## config.mk

```make
export PLATFORM = sky130hd
export DESIGN_NAME = exmem_skid_stage
export DESIGN_NICKNAME = d
export VERILOG_FILES = /design/src/rtl/exmem_skid_stage.sv
export SDC_FILE = /design/constraint.sdc
export NUM_CORES = 1
export LEC_CHECK = 0
export BUFFER_PORTS_ARGS = -buffer_cell sky130_fd_sc_hd__clkbuf_2
export CAP_MARGIN = 40
export CORE_AREA = 2 2 131 133
export CTS_CLUSTER_SIZE = 14
export DETAILED_ROUTE_END_ITERATION = 8
export DIE_AREA = 0 0 133 135
export PLACE_DENSITY = 0.68
export SLEW_MARGIN = 25
export SYNTH_ARGS = -nofsm -noshare
export SYNTH_HDL_FRONTEND = slang
export SYNTH_SLANG_ARGS = --single-unit
export TNS_END_PERCENT = 30
```

## constraint.sdc

```tcl
create_clock -name clk -period 2.7 [get_ports clk]
set_input_delay 0.135 -clock clk [delete_from_list [all_inputs] [get_ports clk]]
set_output_delay 0.135 -clock clk [all_outputs]
set_load 0.05 [all_outputs]
```

## src/rtl/exmem_skid_stage.sv

```systemverilog
// ---------------------------------------------------------------------------
// exmem_skid_stage
//
// EX -> MEM pipeline register built as a two-entry skid buffer. HEAD drives
// the MEM-side outputs; SKID catches the one extra entry that may arrive in
// the cycle MEM stalls. Because in_ready is decoded from the state register
// alone, there is no combinational path from out_ready to in_ready, so a stall
// from MEM is cut at this stage instead of rippling back through EX.
//
// Parameters
//   DATA_W  width of ALU result / address and of store data
//   REG_AW  destination register index width
//   CTRL_W  control bundle width:
//           bit0 RegWrite, bit1 MemWrite, bit2 MemRead, bit3 mem_to_reg,
//           bit4 mem_src, bits above 4 user-defined (carried unchanged)
//
// Ports
//   clk           rising-edge clock
//   rst           asynchronous active-low reset
//   flush         synchronous kill of all held entries (beats accept and pop)
//   in_valid      EX presents an entry
//   in_ready      stage can take an entry this cycle (state != FULL)
//   ctrl_in       control bundle from EX
//   dest_reg_in   destination register from EX
//   ex_in         ALU result / memory address from EX
//   wdata_in      store data from EX
//   out_valid     HEAD holds an entry for MEM (state != EMPTY)
//   out_ready     MEM consumes the HEAD entry this cycle
//   ctrl_out      HEAD control bundle, forced to zero for bubbles
//   dest_reg_out  HEAD destination register (held while empty)
//   mem_addr      HEAD ALU result / address (held while empty)
//   wdata_out     HEAD store data (held while empty)
//   occupancy     number of held entries, 0..2
// ---------------------------------------------------------------------------
module exmem_skid_stage #(
  parameter int DATA_W = 32,
  parameter int REG_AW = 5,
  parameter int CTRL_W = 5
) (
  input  logic              clk,
  input  logic              rst,
  input  logic              flush,
  input  logic              in_valid,
  output logic              in_ready,
  input  logic [CTRL_W-1:0] ctrl_in,
  input  logic [REG_AW-1:0] dest_reg_in,
  input  logic [DATA_W-1:0] ex_in,
  input  logic [DATA_W-1:0] wdata_in,
  output logic              out_valid,
  input  logic              out_ready,
  output logic [CTRL_W-1:0] ctrl_out,
  output logic [REG_AW-1:0] dest_reg_out,
  output logic [DATA_W-1:0] mem_addr,
  output logic [DATA_W-1:0] wdata_out,
  output logic [1:0]        occupancy
);

  // One pipeline entry as it travels from EX to MEM.
  typedef struct packed {
    logic [CTRL_W-1:0] ctrl;
    logic [REG_AW-1:0] dest_reg;
    logic [DATA_W-1:0] ex;
    logic [DATA_W-1:0] wdata;
  } payload_t;

  // Encoding equals the entry count, so occupancy is the state itself.
  typedef enum logic [1:0] {
    ST_EMPTY = 2'd0,
    ST_ONE   = 2'd1,
    ST_FULL  = 2'd2
  } state_t;

  state_t   state;
  payload_t head_q;
  payload_t skid_q;
  payload_t in_payload;
  logic     accept;
  logic     pop;

  assign in_payload = {ctrl_in, dest_reg_in, ex_in, wdata_in};

  // Handshake flags depend only on the state register; accept and pop are
  // then qualified with the partner's valid/ready for the same edge.
  assign in_ready  = (state != ST_FULL);
  assign out_valid = (state != ST_EMPTY);
  assign accept    = in_valid & in_ready;
  assign pop       = out_valid & out_ready;
  assign occupancy = state;

  // A bubble must never carry RegWrite/MemWrite/MemRead into MEM, so the
  // control bundle is gated; the data fields are left as they were.
  assign ctrl_out     = out_valid ? head_q.ctrl : '0;
  assign dest_reg_out = head_q.dest_reg;
  assign mem_addr     = head_q.ex;
  assign wdata_out    = head_q.wdata;

  // NOTE: every register here uses non-blocking assignment so all state,
  // HEAD and SKID update together from the values seen before the edge;
  // blocking assignment would let HEAD see a SKID value written this cycle.
  always_ff @(posedge clk or negedge rst) begin
    if (!rst) begin
      // NOTE: the payload registers are reset as well as the state, because
      // the held HEAD fields are visible on mem_addr/wdata_out/dest_reg_out
      // while the stage is empty and must read zero straight after reset.
      state  <= ST_EMPTY;
      head_q <= '0;
      skid_q <= '0;
    end else if (flush) begin
      // Kill everything, including an entry offered this cycle. HEAD keeps
      // its contents so the data outputs stay stable; ctrl_out is gated.
      state <= ST_EMPTY;
    end else begin
      unique case (state)
        ST_EMPTY: begin
          if (accept) begin
            head_q <= in_payload;
            state  <= ST_ONE;
          end
        end

        ST_ONE: begin
          if (accept && pop) begin
            // Streaming: the new entry replaces the departing one.
            head_q <= in_payload;
          end else if (accept) begin
            // MEM stalled while EX delivered: park the new entry in SKID.
            skid_q <= in_payload;
            state  <= ST_FULL;
          end else if (pop) begin
            state <= ST_EMPTY;
          end
        end

        ST_FULL: begin
          // in_ready is low here, so only a pop can change anything.
          if (pop) begin
            head_q <= skid_q;
            state  <= ST_ONE;
          end
        end

        default: begin
          state <= ST_EMPTY;
        end
      endcase
    end
  end

endmodule
```

; Yosys cells after proc, flatten, opt, wreduce, memory -nomap -nowiden
; Cells that the tools add are included.
[totals]
regBits = 150
in_bits = 79
word_cells = 42
[classes]
eq_ne = 10
n_mux = 12
bitwise_logic = 4
n_reduce_logical = 7
[ops]
columns = op, n
row1 = 2-to-1 mux 74 bit, 3
row2 = case mux 74 bit (3 select lines), 1
row3 = 2-to-1 mux 2 bit, 6
row4 = inequality test 3 bit (second input constant), 3
row5 = inequality test 2 bit (second input constant), 4
row6 = AND reduction 4 bit, 2
row7 = case mux 2 bit (3 select lines), 1
row8 = 2-to-1 mux 5 bit, 1
row9 = AND reduction 5 bit, 1
row10 = inequality test 4 bit (second input constant), 1
row11 = nonzero test 3 bit, 1
row12 = bitwise AND 1 bit, 2
row13 = equality test 2 x 1 -> 1 bit (second input constant), 1
row14 = equality test 2 bit (second input constant), 1
row15 = logical NOT 2 bit, 1
row16 = NOT 1 bit, 2
row17 = nonzero test 2 bit, 1
row18 = logical AND 1 bit, 1

; Longest topological paths before layout
[depth]
word_depth = 7
depth_mapped = 6
ltp_nobuf = 4

; Worst setup path after synthesis
; OpenSTA, ideal clock, no wires.
[synth_path]
path_type = flip-flop to flip-flop
startpoint = register state[1], in the netlist occupancy[1]
endpoint = register head_q, in the netlist dest_reg_out[1]
arrival_ps = 1800
required_time_ps = 2575
path_slack_ps = 775
stages_incl_launch_ff = 6
n_path_buf = 2
cell_sequence = dfrtp_1 -> nor2b_4 -> buf_6 -> buf_6 -> mux2_1 -> mux2_4
[synth_via]
elab_chain_len = 5
elab_cells_between_ends = 14
[synth_rtl]
columns = element, line_no
row1 = from (decl), 73  ; state_t state;
row2 = from (signal assigned), 105  ; state <= ST_EMPTY;
row3 = from (signal assigned), 111  ; state <= ST_EMPTY;
row4 = from (signal assigned), 117  ; state <= ST_ONE;
row5 = inequality test 2 bit / nonzero test 2 bit (equally long branches), "84, 85"
row6 = "bitwise AND 1 bit, on equally long branches", "86, 87"
row7 = logical AND 1 bit, 122  ; if (accept && pop) begin
row8 = inequality test 2 bit (no source line), n/a
row9 = AND reduction 5 bit (no source line), n/a
row10 = to (signal assigned), 116  ; head_q <= in_payload;
row11 = to (signal assigned), 124  ; head_q <= in_payload;
row12 = to (signal assigned), 137  ; head_q <= skid_q;
row13 = to (decl), 74  ; payload_t head_q;
; Several ways; a longest one is shown, not always the timed one.
; A chain may end at the register's enable or synchronous reset.

; Worst setup path in the final report
[layout_path]
startpoint = register state[1], in the netlist occupancy[1]
endpoint = register skid_q[1] in the netlist's numbering
[layout_via]
elab_chain_len = 5
elab_cells_between_ends = 8
[layout_rtl]
columns = element, line_no
row1 = inequality test 2 bit / nonzero test 2 bit (equally long branches), "84, 85"
row2 = "bitwise AND 1 bit, on equally long branches", "86, 87"
row3 = logical AND 1 bit, 122
row4 = NOT 1 bit (no source line), n/a
row5 = AND reduction 4 bit (no source line) (*), n/a
row6 = to (signal assigned), 127  ; skid_q <= in_payload;
row7 = to (decl), 75  ; payload_t skid_q;
; Every way passes the cells marked *; elsewhere a longest branch is shown, timed or not.

==> impl_summary.log <==
[metrics] run status: finished, final reports clean
[metrics] post-DR vias/cell: 4.720
[metrics] Highest Signal Layer: met4
[metrics] number of gates resized after CTS: 0
[metrics] total detailed-routing wirelength: 13,910 um
[metrics] data required time at the worst endpoint: 3000 ps
[metrics] Final Net Count: 738
[metrics] post-synthesis sequential area ratio: 51.40%
[metrics] commonest non-fill, non-tap cells in the layout: clkbuf_2, dfrtp_1, mux2_1, dlygate4sd3_1, mux2_2
[metrics] utilization of the core after routing: 55.85%
[metrics] Final Hold Slack: 142.5 ps
[metrics] cell accounting for the most synthesized area: dfrtp_1
[metrics] Total Routing Usage GR: 16.42%
[metrics] unrepaired setup endpoints after global routing: no
[metrics] type of destination of the critical path: flop
[metrics] post-layout total power: 0.007461 W
[metrics] logic gate share of total power: 26.7%
[metrics] number of cells after detailed placement: 782
[metrics] proportion of total power due to net switching: 32.04%
[metrics] hold-critical path depth: 4
[metrics] arrival time worst endpoint: 2390 ps
[metrics] Post-Route Skew: 6.072 ps
[metrics] WL met1: 6545 um
[metrics] FP Rows: 47
[metrics] VDD IR max: 0.0004258 V
[metrics] number of remaining DRC errors: 0
[metrics] Initial DRT Pass Iterations: 6
[metrics] Detail Route met3 WL: 775 um
[metrics] total half-perimeter wirelength after legalization and detailed placement: 8961 um
[metrics] WL met2: 6316 um
[metrics] net count of the mapped netlist: 566
[metrics] class of the tightest hold or removal check: input pin to flop
[metrics] post-route ant nets: 0
[metrics] Final Slew Violations: 0
[metrics] fin cells: 890
[metrics] Clock Latency Late Sink: 410 ps
[metrics] max frequency: 477.3 MHz
[metrics] Routed WL per cell: 15.63 um
[metrics] initial cell density of the core: 44.51%
[metrics] Slew HR: 54.26%
[metrics] most common library cell in the layout ignoring fill and taps: clkbuf_2
[metrics] Root Driver: clkbuf_16
[metrics] CORE AREA: 16,410 um^2
[metrics] ports placed on the boundary: 157
[metrics] global-route wire length before repair: 23,030 um
[metrics] CP Launch Type: flop
[metrics] register-to-register setup slack: 600 ps
[metrics] horizontal die dimension: 133 um
[metrics] Die Ht: 135 um
[metrics] top cells by area in the synthesized netlist: dfrtp_1, mux2_1, mux2_2
[metrics] power density over cell area: 814.3 nW/um^2
[metrics] Post-Synthesis Cell Area: 7303 um^2
[metrics] Worst Min Path Start: in_valid
[metrics] internal power: 0.005070 W
[metrics] shortest period the worst path allows: 2095 ps
[metrics] crit path kind: flop to flop
[metrics] number of clock sinks seen by CTS: 150
[metrics] Register-to-Register Path Depth: 4
[metrics] share of async-settable or async-resettable flops after synthesis: 100.0%
[metrics] maximum number of pins on one net before global-route repair: 76
[metrics] Sum Neg Setup Slack: 0 ps
[metrics] ys flop type: dfrtp_1
[metrics] Post-Synthesis Cells: 487
[metrics] average cell area after synthesis: 15.00 um^2
[metrics] Synth warnings: 0
[metrics] antenna violations before repair: 0
[metrics] sequential fraction of design power: 41.2%
[metrics] Inserted Clock Buffers: 17
[metrics] leak pwr: 4.254 nW
[metrics] Setup Viol. Count Final: 0
[metrics] Critical R2R Launch: occupancy[1]$_DFFE_PN0P_
[metrics] total global routing overflow: 0
[metrics] final estimated routing congestion in global placement: 0.7135
[metrics] P_sw: 0.002390 W
[metrics] share of post-route cells with drive strength above 1: 45.52%
[metrics] TritonCTS clock tree: done
[metrics] slew of the pin with the lowest slew margin: 685.4 ps
[metrics] total count of hold-check failures in the final report: 0
[metrics] sink of the worst hold path: occupancy[0]$_DFFE_PN0P_
[metrics] number of violations reported at the end of detailed-routing iteration 0: 155
[metrics] maximum level of the CTS H-tree: 4
[metrics] number of flops mapped to enable cells by yosys: 0
[metrics] max capacitance violation total: 0
[metrics] final worst-path cycle share: 77.60%
[metrics] critical-path maximum fanout: 20
[metrics] Seq cells post-synth: 150
[metrics] fraction of power consumed by the clock network: 32.1%
[metrics] clock input transition at the sequential cells of the worst setup and hold paths: 60 ps
[metrics] number of global-route vias before repair: 4,571
[metrics] via total after detailed routing: 4,201
[metrics] count of unique library cells instantiated by Yosys: 21
[metrics] worst reg2reg path endpoint: skid_q[1]$_DFFE_PN0P_
[metrics] area fraction of the dominant cell type after synthesis: 51.40%
[metrics] Die Area: 17,960 um^2
[metrics] Synth-to-Final Area Change: 25.46%
[metrics] CTS max path bufs: 2
[metrics] Inserted Diodes: 0
[metrics] number of I/O port buffers: 156
-- per-layer routing --
layer  vias to the layer above  GRT usage [%]
met5                         -              0
met4                         0          7.049
met3                        22          5.180
met2                       117          25.45
met1                      2086          21.35
li1                       1976              -
-- synthesized netlist by cell type (2+ instances only) --
cell	n
a21oi_1	2
buf_2	4
buf_4	70
buf_6	19
dfrtp_1	150
mux2_1	118
mux2_2	64
mux2_4	40
nand2_1	2
nor2_1	2
nor2b_1	6
-- metrics by stage --
step / setup WS [ps] / area [um^2]
2_1_floorplan: 775.2 / 7303
3_3_place_gp: 676.3 / 7785
3_5_place_dp: 584.7 / 7785
4_1_cts: 579.2 / 9163
5_1_grt: 492.9 / 9163
6_report: 604.9 / 9163
-- worst max-delay path by stage --
stage | depth (start not counted) | end | start | slack [ps]
final | 4 | skid_q[1]$_DFFE_PN0P_ | occupancy[1]$_DFFE_PN0P_ | 600
after global routing | 4 | skid_q[35]$_DFFE_PN0P_ | occupancy[1]$_DFFE_PN0P_ | 490
after CTS | 4 | skid_q[1]$_DFFE_PN0P_ | occupancy[1]$_DFFE_PN0P_ | 580
after detailed placement | 4 | skid_q[1]$_DFFE_PN0P_ | occupancy[1]$_DFFE_PN0P_ | 580
after global placement | 4 | skid_q[1]$_DFFE_PN0P_ | occupancy[1]$_DFFE_PN0P_ | 680
after floorplan | 5 | dest_reg_out[1]$_DFFE_PN0P_ | occupancy[1]$_DFFE_PN0P_ | 780
-- kinds of logic after synthesis --
family,Yosys count,share of synthesized area [%]
flops,150,51.40
simple gates,15,1.336
compound gates,5,0.4798
buf+inv,95,10.50
mux,222,36.29
-- critical path: stages, from the launching register on --
cell and delay (ps):
dfrtp_1 450, nor2b_1 260, nor3b_4 650, buf_12 250, mux2_2 350
-- power by group through the flow --
stage / combinational [W] / clock, W / sequential (W)
after floorplan: 0.00180 / 0 / 0.00302
after CTS: 0.00201 / 0.00245 / 0.00307
after global routing: 0.00211 / 0.00256 / 0.00314
after global placement: 0.00187 / 0 / 0.00308
after detailed placement: 0.00192 / 0 / 0.00311
final: 0.00199 / 0.00239 / 0.00308
-- state kept, by name, summed over array words and instances (netlist names) --
signal	count
skid_q	74
head_q	5
mem_addr	32
occupancy	2
wdata_out	32
dest_reg_out	5
-- timing repair --
item	CTS	global route
hold buffers	78	0
hold endpoints to repair	143	0
setup buffers	0	0
-- area by class of cell --
class                      count  area [um^2]
fill                        1323         7244
sequential                   150         3754
multi-input combinational    242         2796
timing repair buffer         246         1733
clock buffer                  21        470.5
tap                          220        275.3
clock inverter                 9        126.4
inverter                       2        7.507
(Power assumes the default switching activity.)
